### config.mk
export PLATFORM = sky130hd
export DESIGN_NAME = tx_serial_7e1
export DESIGN_NICKNAME = d
export VERILOG_FILES = /design/src/rtl/tx_serial_7e1_pkg.sv /design/src/rtl/tx_serial_7e1_contador_baud.sv /design/src/rtl/tx_serial_7e1.sv
export SDC_FILE = /design/constraint.sdc
export NUM_CORES = 1
export LEC_CHECK = 0
export ABC_AREA = 0
export CORE_MARGIN = 2
export CORE_UTILIZATION = 40
export CTS_BUF_LIST = sky130_fd_sc_hd__clkbuf_16
export CTS_CLUSTER_DIAMETER = 120
export DETAILED_ROUTE_END_ITERATION = 6
export PLACE_DENSITY = 0.68
export SKIP_CTS_REPAIR_TIMING = 1
export SYNTH_ARGS = -nofsm -noshare
export SYNTH_HDL_FRONTEND = slang
export SYNTH_HIERARCHICAL = 1
export SYNTH_SLANG_ARGS = --single-unit
### constraint.sdc
create_clock -name clock -period 6.4 [get_ports clock]
set_input_delay 0.64 -clock clock [delete_from_list [all_inputs] [get_ports clock]]
set_output_delay 0.64 -clock clock [all_outputs]
set_load 0.02 [all_outputs]
### src/rtl/tx_serial_7e1_pkg.sv
// rtl/tx_serial_7e1_pkg.sv - shared 7E1 serial constants, state encodings and parity helper
package tx_serial_7e1_pkg;

  // 50 MHz system clock at 115200 baud
  localparam int CLKS_PER_BIT_DEFAULT = 434;

  // start + 7 data + parity + stop
  localparam int FRAME_BITS = 10;

  localparam int DATA_BITS = 7;

  typedef enum logic [2:0] {
    INICIAL  = 3'd0,
    START    = 3'd1,
    DADOS    = 3'd2,
    PARIDADE = 3'd3,
    STOP     = 3'd4,
    FINAL    = 3'd5
  } estado_t;

  // Even parity bit: makes the count of ones over data plus parity even
  function automatic logic paridade_par(input logic [DATA_BITS-1:0] dados);
    return ^dados;
  endfunction

endpackage

### src/rtl/tx_serial_7e1_contador_baud.sv
// rtl/tx_serial_7e1_contador_baud.sv - bit-period counter with end-of-bit tick
module contador_baud #(
  parameter int CLKS_PER_BIT = 434
) (
  input  logic clock,
  input  logic reset,
  input  logic zera,
  input  logic conta,
  output logic fim
);

  // Width sized so the counter never exceeds CLKS_PER_BIT-1; at least one bit
  localparam int CW = (CLKS_PER_BIT > 1) ? $clog2(CLKS_PER_BIT) : 1;
  localparam logic [CW-1:0] LAST = CW'(CLKS_PER_BIT - 1);

  logic [CW-1:0] cnt_q;
  logic [CW-1:0] cnt_d;

  // End-of-bit tick on the last cycle of each bit period
  assign fim = (cnt_q == LAST);

  // Next count: clear wins, otherwise count and wrap at the tick
  always_comb begin
    cnt_d = cnt_q;
    if (zera) begin
      cnt_d = '0;
    end else if (conta) begin
      cnt_d = fim ? '0 : cnt_q + 1'b1;
    end
  end

  // Counter register
  always_ff @(posedge clock) begin
    if (reset) begin
      cnt_q <= '0;
    end else begin
      cnt_q <= cnt_d;
    end
  end

endmodule

### src/rtl/tx_serial_7e1.sv
// rtl/tx_serial_7e1.sv - 7E1 serial transmitter: start, 7 data LSB first, even parity, stop
module tx_serial_7e1
  import tx_serial_7e1_pkg::*;
#(
  parameter int CLKS_PER_BIT = CLKS_PER_BIT_DEFAULT
) (
  input  logic       clock,
  input  logic       reset,
  input  logic       partida,
  input  logic [6:0] dados_ascii,
  output logic       saida_serial,
  output logic       pronto,
  output logic       ocupado,
  output logic [2:0] db_estado
);

  estado_t    state_q;
  estado_t    state_d;
  logic [6:0] shift_q;
  logic       par_q;
  logic [2:0] idx_q;
  logic       fim;
  logic       zera;
  logic       conta;
  logic       aceita;

  // A request is taken when idle, and also in the FINAL cycle so a held
  // partida chains frames with exactly one idle-high cycle between them
  assign aceita = partida && ((state_q == INICIAL) || (state_q == FINAL));

  // Bit timing restarts on every state change; it only runs while a bit is on the line
  assign zera  = (state_d != state_q);
  assign conta = (state_q == START) || (state_q == DADOS) ||
                 (state_q == PARIDADE) || (state_q == STOP);

  contador_baud #(
    .CLKS_PER_BIT(CLKS_PER_BIT)
  ) u_contador_baud (
    .clock(clock),
    .reset(reset),
    .zera (zera),
    .conta(conta),
    .fim  (fim)
  );

  // State register
  always_ff @(posedge clock) begin
    if (reset) begin
      state_q <= INICIAL;
    end else begin
      state_q <= state_d;
    end
  end

  // Next-state logic: each line state lasts one bit period, DADOS lasts seven
  always_comb begin
    state_d = state_q;
    unique case (state_q)
      INICIAL:  if (aceita) state_d = START;
      START:    if (fim) state_d = DADOS;
      DADOS:    if (fim && (idx_q == 3'd6)) state_d = PARIDADE;
      PARIDADE: if (fim) state_d = STOP;
      STOP:     if (fim) state_d = FINAL;
      FINAL:    state_d = aceita ? START : INICIAL;
      default:  state_d = INICIAL;
    endcase
  end

  // Data path: latch the character on acceptance, shift one bit per data period
  always_ff @(posedge clock) begin
    if (reset) begin
      shift_q <= '0;
      par_q   <= 1'b0;
      idx_q   <= '0;
    end else if (aceita) begin
      shift_q <= dados_ascii;
      par_q   <= paridade_par(dados_ascii);
      idx_q   <= '0;
    end else if ((state_q == DADOS) && fim) begin
      shift_q <= shift_q >> 1;
      idx_q   <= (idx_q == 3'd6) ? 3'd0 : idx_q + 3'd1;
    end
  end

  // Outputs decoded from the current state only
  always_comb begin
    saida_serial = 1'b1;
    pronto       = 1'b0;
    ocupado      = 1'b0;
    unique case (state_q)
      INICIAL:  saida_serial = 1'b1;
      START:    begin saida_serial = 1'b0;       ocupado = 1'b1; end
      DADOS:    begin saida_serial = shift_q[0]; ocupado = 1'b1; end
      PARIDADE: begin saida_serial = par_q;      ocupado = 1'b1; end
      STOP:     begin saida_serial = 1'b1;       ocupado = 1'b1; end
      FINAL:    pronto = 1'b1;
      default:  saida_serial = 1'b1;
    endcase
  end

  assign db_estado = state_q;

endmodule

======== Yosys cells after proc, flatten, opt, wreduce, memory -nomap -nowiden ========
Index checks and enable logic that the tools add are counted.
operators by class
  add/subtract/negate cells ............... 2
  equal/unequal tests ..................... 8
  muxes and demuxes ....................... 14
  reductions and logical operators ........ 13
operators by type and width
  kind                                                  count
  two-way mux 3 bit                                     6
  case mux 3 bit (6 select lines)                       1
  two-way mux 7 bit                                     2
  adder 9 x 1 -> 9 bit (second input constant)          1
  equality test 3 bit (second input constant)           3
  equality test 9 bit (second input constant)           1
  two-way mux 9 bit                                     1
  XOR reduction 7 bit                                   1
  equality test 3 x 2 -> 1 bit (second input constant)  2
  logical OR 1 bit                                      4
  OR reduction 2 bit                                    2
  OR reduction 4 bit                                    1
  adder 3 x 1 -> 3 bit (second input constant)          1
  equality test 3 x 1 -> 1 bit (second input constant)  1
  logical AND 1 bit                                     3
  zero test 3 bit                                       1
  two-way mux 1 bit                                     3
  inequality test 3 bit                                 1
  case mux 1 bit (3 select lines)                       1
  nonzero test 2 bit                                    1
storage, ports and cells
  register bits ........................... 23
  input port bits ......................... 10
  logic and storage cells ................. 42

======== Depth between registers and ports, before layout ========
  word-level depth ........................ 7
  depth in mapped cells ................... 10
  depth with buffers taken out ............ 10

======== Cells and area by module ========
The synthesis kept the hierarchy.
by module, submodules not included
  module         times used  cells an instance  area an instance (µm²)  sequential area each (µm²)
  tx_serial_7e1  1           99                 869.6                   280.3
  contador_baud  1           48                 447.9                   180.2

======== Least setup slack after synthesis ========
Ideal clock, no wire load.
  kind .................................... register to register
  from .................................... register u_contador_baud.cnt_q[0]
  to ...................................... register u_contador_baud.cnt_q[1]
  library setup time ...................... 0.143 ns
  arrival ................................. 1.898 ns
  path slack .............................. 4.359 ns
  cell stages (with the launch flop) ...... 10
  clock period less this slack ............ 2.041 ns
  path through ............................ dfxtp_1 ha_1 nand4bb_1 nor3_1 nand2_1 or3_1 a21oi_1 nor2_1 o41ai_4 a211oi_1
on the way
  longest elaborated chain between the ends .. 6
RTL lines
  item                                   line                               source
  start: declaration                     tx_serial_7e1_contador_baud.sv:16  logic [CW-1:0] cnt_q;
  start signal: assignment               tx_serial_7e1_contador_baud.sv:37  cnt_q <= cnt_d;
  equality test 9 bit *                  tx_serial_7e1_contador_baud.sv:20  assign fim = (cnt_q == LAST);
  via fim                                tx_serial_7e1.sv:22                logic fim;
  logical AND 1 bit                      tx_serial_7e1.sv:61                DADOS: if (fim && (idx_q == 3'd6)) state_d = PARIDADE;
  two-way mux 3 bit                      tx_serial_7e1.sv:61
  case mux 3 bit (6 select lines) *      tx_serial_7e1.sv:58                unique case (state_q)
  inequality test 3 bit *                tx_serial_7e1.sv:32                assign zera = (state_d != state_q);
  via zera                               tx_serial_7e1.sv:23                logic zera;
  OR reduction 2 bit (no source line) *  --
Mark *: on every way through the listed nets, which the timed path passes. The rest lies on a longest branch.
A chain may end at the register's enable or synchronous reset.

======== Worst setup path after layout ========
  from .................................... register state_q[1] (netlist: db_estado[1])
  to ...................................... output port saida_serial
on the way
  longest elaborated chain between the ends .. 2
RTL lines
  item                                                                          line                 source
  start: declaration                                                            tx_serial_7e1.sv:17  estado_t state_q;
  start signal: assignment                                                      tx_serial_7e1.sv:51  state_q <= state_d;
  equality test 3 x 2 -> 1 bit or equality test 3 x 1 -> 1 bit (tied branches)  tx_serial_7e1.sv:90  unique case (state_q)
  case mux 1 bit (3 select lines) *                                             tx_serial_7e1.sv:90
  end: declaration                                                              tx_serial_7e1.sv:11  output logic saida_serial,
Mark *: on every way between the ends. The rest lies on a longest branch, timed or not.

==> flow_summary.yaml <==
sta:
  drv_slew: 0
  fin_setup_tns_ns: 0
  finalCriticalPeriod_ns: 2.57
  setup_viol: 0
  holdWs_ns: 0.492
  rsz0062_at_grt: "no"
  tightest_slew_ns: 0.667
  period_share_pct: 40.1
  fmax_mhz: 390
  skew_ns: 0.00348
  slew_headroom_pct: 55.2
  hold_violations: 0
logic_synthesis:
  synth_area_leader_cell: "dfxtp_1"
  synth_seq_cells: 23
  synth_common_cells: "23 x dfxtp_1, 16 x a21oi_1, 11 x nand2_1"
  netlist_area_um2: 1320
  synth.most_common_cell: "dfxtp_1"
  ys.flop_type: "dfxtp_1"
  synth_top_area_share_pct: 34.9
  ys_seq_area_share_pct: 34.9
  syn_nets: 159
  synth_edf_count: 0
  synth_cell_types: 42
  avgSynthCellArea_um2: 8.96
  synthCells: 147
  synthArstFlopShare_pct: 0
  yosys_warnings: 6
  ys_top_cells_by_area: "dfxtp_1 35%, a21oi_1 6.1%, o211ai_1 3.4%, xnor3_1 3.4%, a32oi_1 3.3%"
global_route:
  grt_pass1_wl_mm: 4.52
  grt_max_degree: 17
  overflow: 0
  grt_pass1_vias: 1003
  track_usage_pct: 16.2
  antenna_found_initial: 0
final_layout:
  nets: 170
  final_util_pct: 49.8
  antenna_cells: 0
  drive_gt1_share_pct: 9.55
  areaGrowthSynthToFinish_pct: 17.4
  final_area_um2: 1550
worst_setup_path:
  crit_type: "reg2out"
  ff2ff_setup_slack_ns: 3.91
  cp.depth: 4
  max_stage_delay_ns: 0.54
  worst_setup_path_end_kind: "primary output"
  crit_path_start: "db_estado[1]$_SDFF_PP0_"
  path_cells: "nor3b_1 > a21oi_1 > or2_2 > clkdlybuf4s50_1"
  start_kind: "register"
  slowest_stage: "dfxtp_1"
  rr_worst_depth: 6
  r2r_end: "db_estado[0]$_SDFF_PP0_"
  critPathRequiredTime_ns: 5.76
  crit_path_max_fanout: 13
  crit_end: "saida_serial"
  timing.rr.start: "u_contador_baud/cnt_q[0]$_SDFFE_PP0P_"
  critical_path_arrival_ns: 1.93
  cp_num_buf_inv: 1
  path_delay_family: "flip-flops"
floorplan:
  fp.dieW_um: 61.4
  start_util_pct: 42.5
  die_area_um2: 3770
  die_h_um: 61.4
  ios: 16
  rows: 20
  design.core.area_um2: 3100
routing:
  routed_wl_mm: 2.69
  first_pass_iters: 4
  ant_nets: 0
  drtIter0Drc: 41
  avgViaCountPerCell: 5.48
  routedWlPerCell_um: 13.4
  drc: 0
  vias: 1101
placement:
  place_congestion: 0.763
  hpwl_mm: 1.95
  portBuffers: 15
  dpl_cell_area_um2: 1470
clock_tree:
  cts_max_path_buffers: 2
  clk_pin_slew_worst_paths_ns: 0.06
  clock_sinks: 23
  cts_buffers: 3
  clk_latency_ns: 0.26
  cts_tree: "yes"
  cts_max_level: 1
  cts_root_buf: "clkbuf_16"
worst_hold_path:
  min_path_type: "reg2reg"
power:
  power_uw: 333
  powerDensity_nw_per_um2: 215
  leakage_nw: 0.499
  vdd_ir_drop_max_uv: 198
job:
  cap_violations: 0
run_status:
  status: "finished clean"
[through the flow]
| stage | setup WS [ns] | std cells |
|---|---|---|
| floorplan | 4.36 | 147 |
| global placement | 4.01 | 197 |
| detailed placement | 3.96 | 197 |
| CTS | 3.84 | 201 |
| global route | 3.65 | 201 |
| finish | 3.83 | 201 |
[state kept, by name (all words and copies together), names as in the netlist]
signal                 flops
u_contador_baud/cnt_q      9
shift_q                    7
db_estado                  3
idx_q                      3
par_q                      1
[power breakdown]
| part | switching [mW] | internal, mW | total [mW] | leakage [nW] |
|---|---|---|---|---|
| registers | 0.00577 | 0.149 | 0.154 | 0.187 |
| logic | 0.0220 | 0.0238 | 0.0458 | 0.270 |
| clock network | 0.0496 | 0.0834 | 0.133 | 0.0423 |
| total | 0.0774 | 0.256 | 0.333 | 0.499 |
[how the worst min path moves through the flow]
stage                                          start                               endpoint  slack [ns]  cells after the start
6_report                     shift_q[1]$_SDFFE_PP0P_                shift_q[0]$_SDFFE_PP0P_        0.49                      2
5_1_grt                      shift_q[1]$_SDFFE_PP0P_                shift_q[0]$_SDFFE_PP0P_        0.51                      2
4_1_cts                      shift_q[1]$_SDFFE_PP0P_                shift_q[0]$_SDFFE_PP0P_        0.49                      2
3_5_place_dp                 shift_q[1]$_SDFFE_PP0P_                shift_q[0]$_SDFFE_PP0P_        0.48                      2
3_3_place_gp   u_contador_baud/cnt_q[8]$_SDFFE_PP0P_  u_contador_baud/cnt_q[8]$_SDFFE_PP0P_        0.47                      2
2_1_floorplan                shift_q[0]$_SDFFE_PP0P_                shift_q[0]$_SDFFE_PP0P_        0.45                      2
[layout by cell type (no fill, tap or decap)]
cell and count:
nand4bb_1 2, nand4b_1 1, o41ai_4 1, nor4_2 1
mux2i_1 1, or2_2 2, dfxtp_1 23, nor2_2 1
nand2_1 11, inv_1 4, clkbuf_16 3, nand4_1 4
xor2_1 5, o31ai_1 1, nor3_1 5, o211ai_1 6
a211oi_1 2, xor2_2 1, and4bb_2 1, clkdlybuf4s50_1 15
xnor3_1 2, nand2b_1 2, or3_1 6, a32oi_1 5
and3b_1 1, nand3_1 1, ha_1 2, xnor2_1 4
or3b_2 1, a311oi_1 1, nor2_1 10, mux2_2 1
o21ai_0 8, nand2_2 1, a21oi_1 16, nor3b_1 1
nor2b_1 2, a31oi_1 1, xnor2_2 1, or2b_4 1
[worst register-to-register path: cells and delay by family (launching register included)]
kind / cells / cell delay, ns
flops: 1 / 0.40
fa+ha+maj: 1 / 0.17
simple gates: 4 / 1.72
compound gates: 1 / 0.12
[cell type report]
type                       count  area, µm²
tap                           44       55.1
clock buffer                   3       75.1
multi-input combinational    112        791
inverter                       3       11.3
fill                         305       1560
timing repair buffer          15        150
clock inverter                 1       3.75
sequential                    23        460
[logic make-up (layout without fill, tap and decap cells)]
kind of cell | count (synthesis) | in the layout | synth area share [%]
and+or+nand+nor | 54 | 54 | 23.8
AOI/OAI and AO/OA | 41 | 41 | 20.8
DFF | 23 | 23 | 34.9
xor gates and xnor gates | 13 | 13 | 11.9
buffers and inverters | 12 | 22 | 5.03
adders and majority gates | 2 | 2 | 1.90
muxes | 2 | 2 | 1.61
[layer usage]
layer / vias to the layer above / global-route usage [%] / wire length [µm]
met5: - / 0 / 0
met2: 13 / 28.3 / 1380
li1: 555 / - / -
met3: 4 / 3.78 / 68
met1: 529 / 19.9 / 1210
met4: 0 / 4.56 / 32
Note: power is estimated with default switching activity, not from simulation.
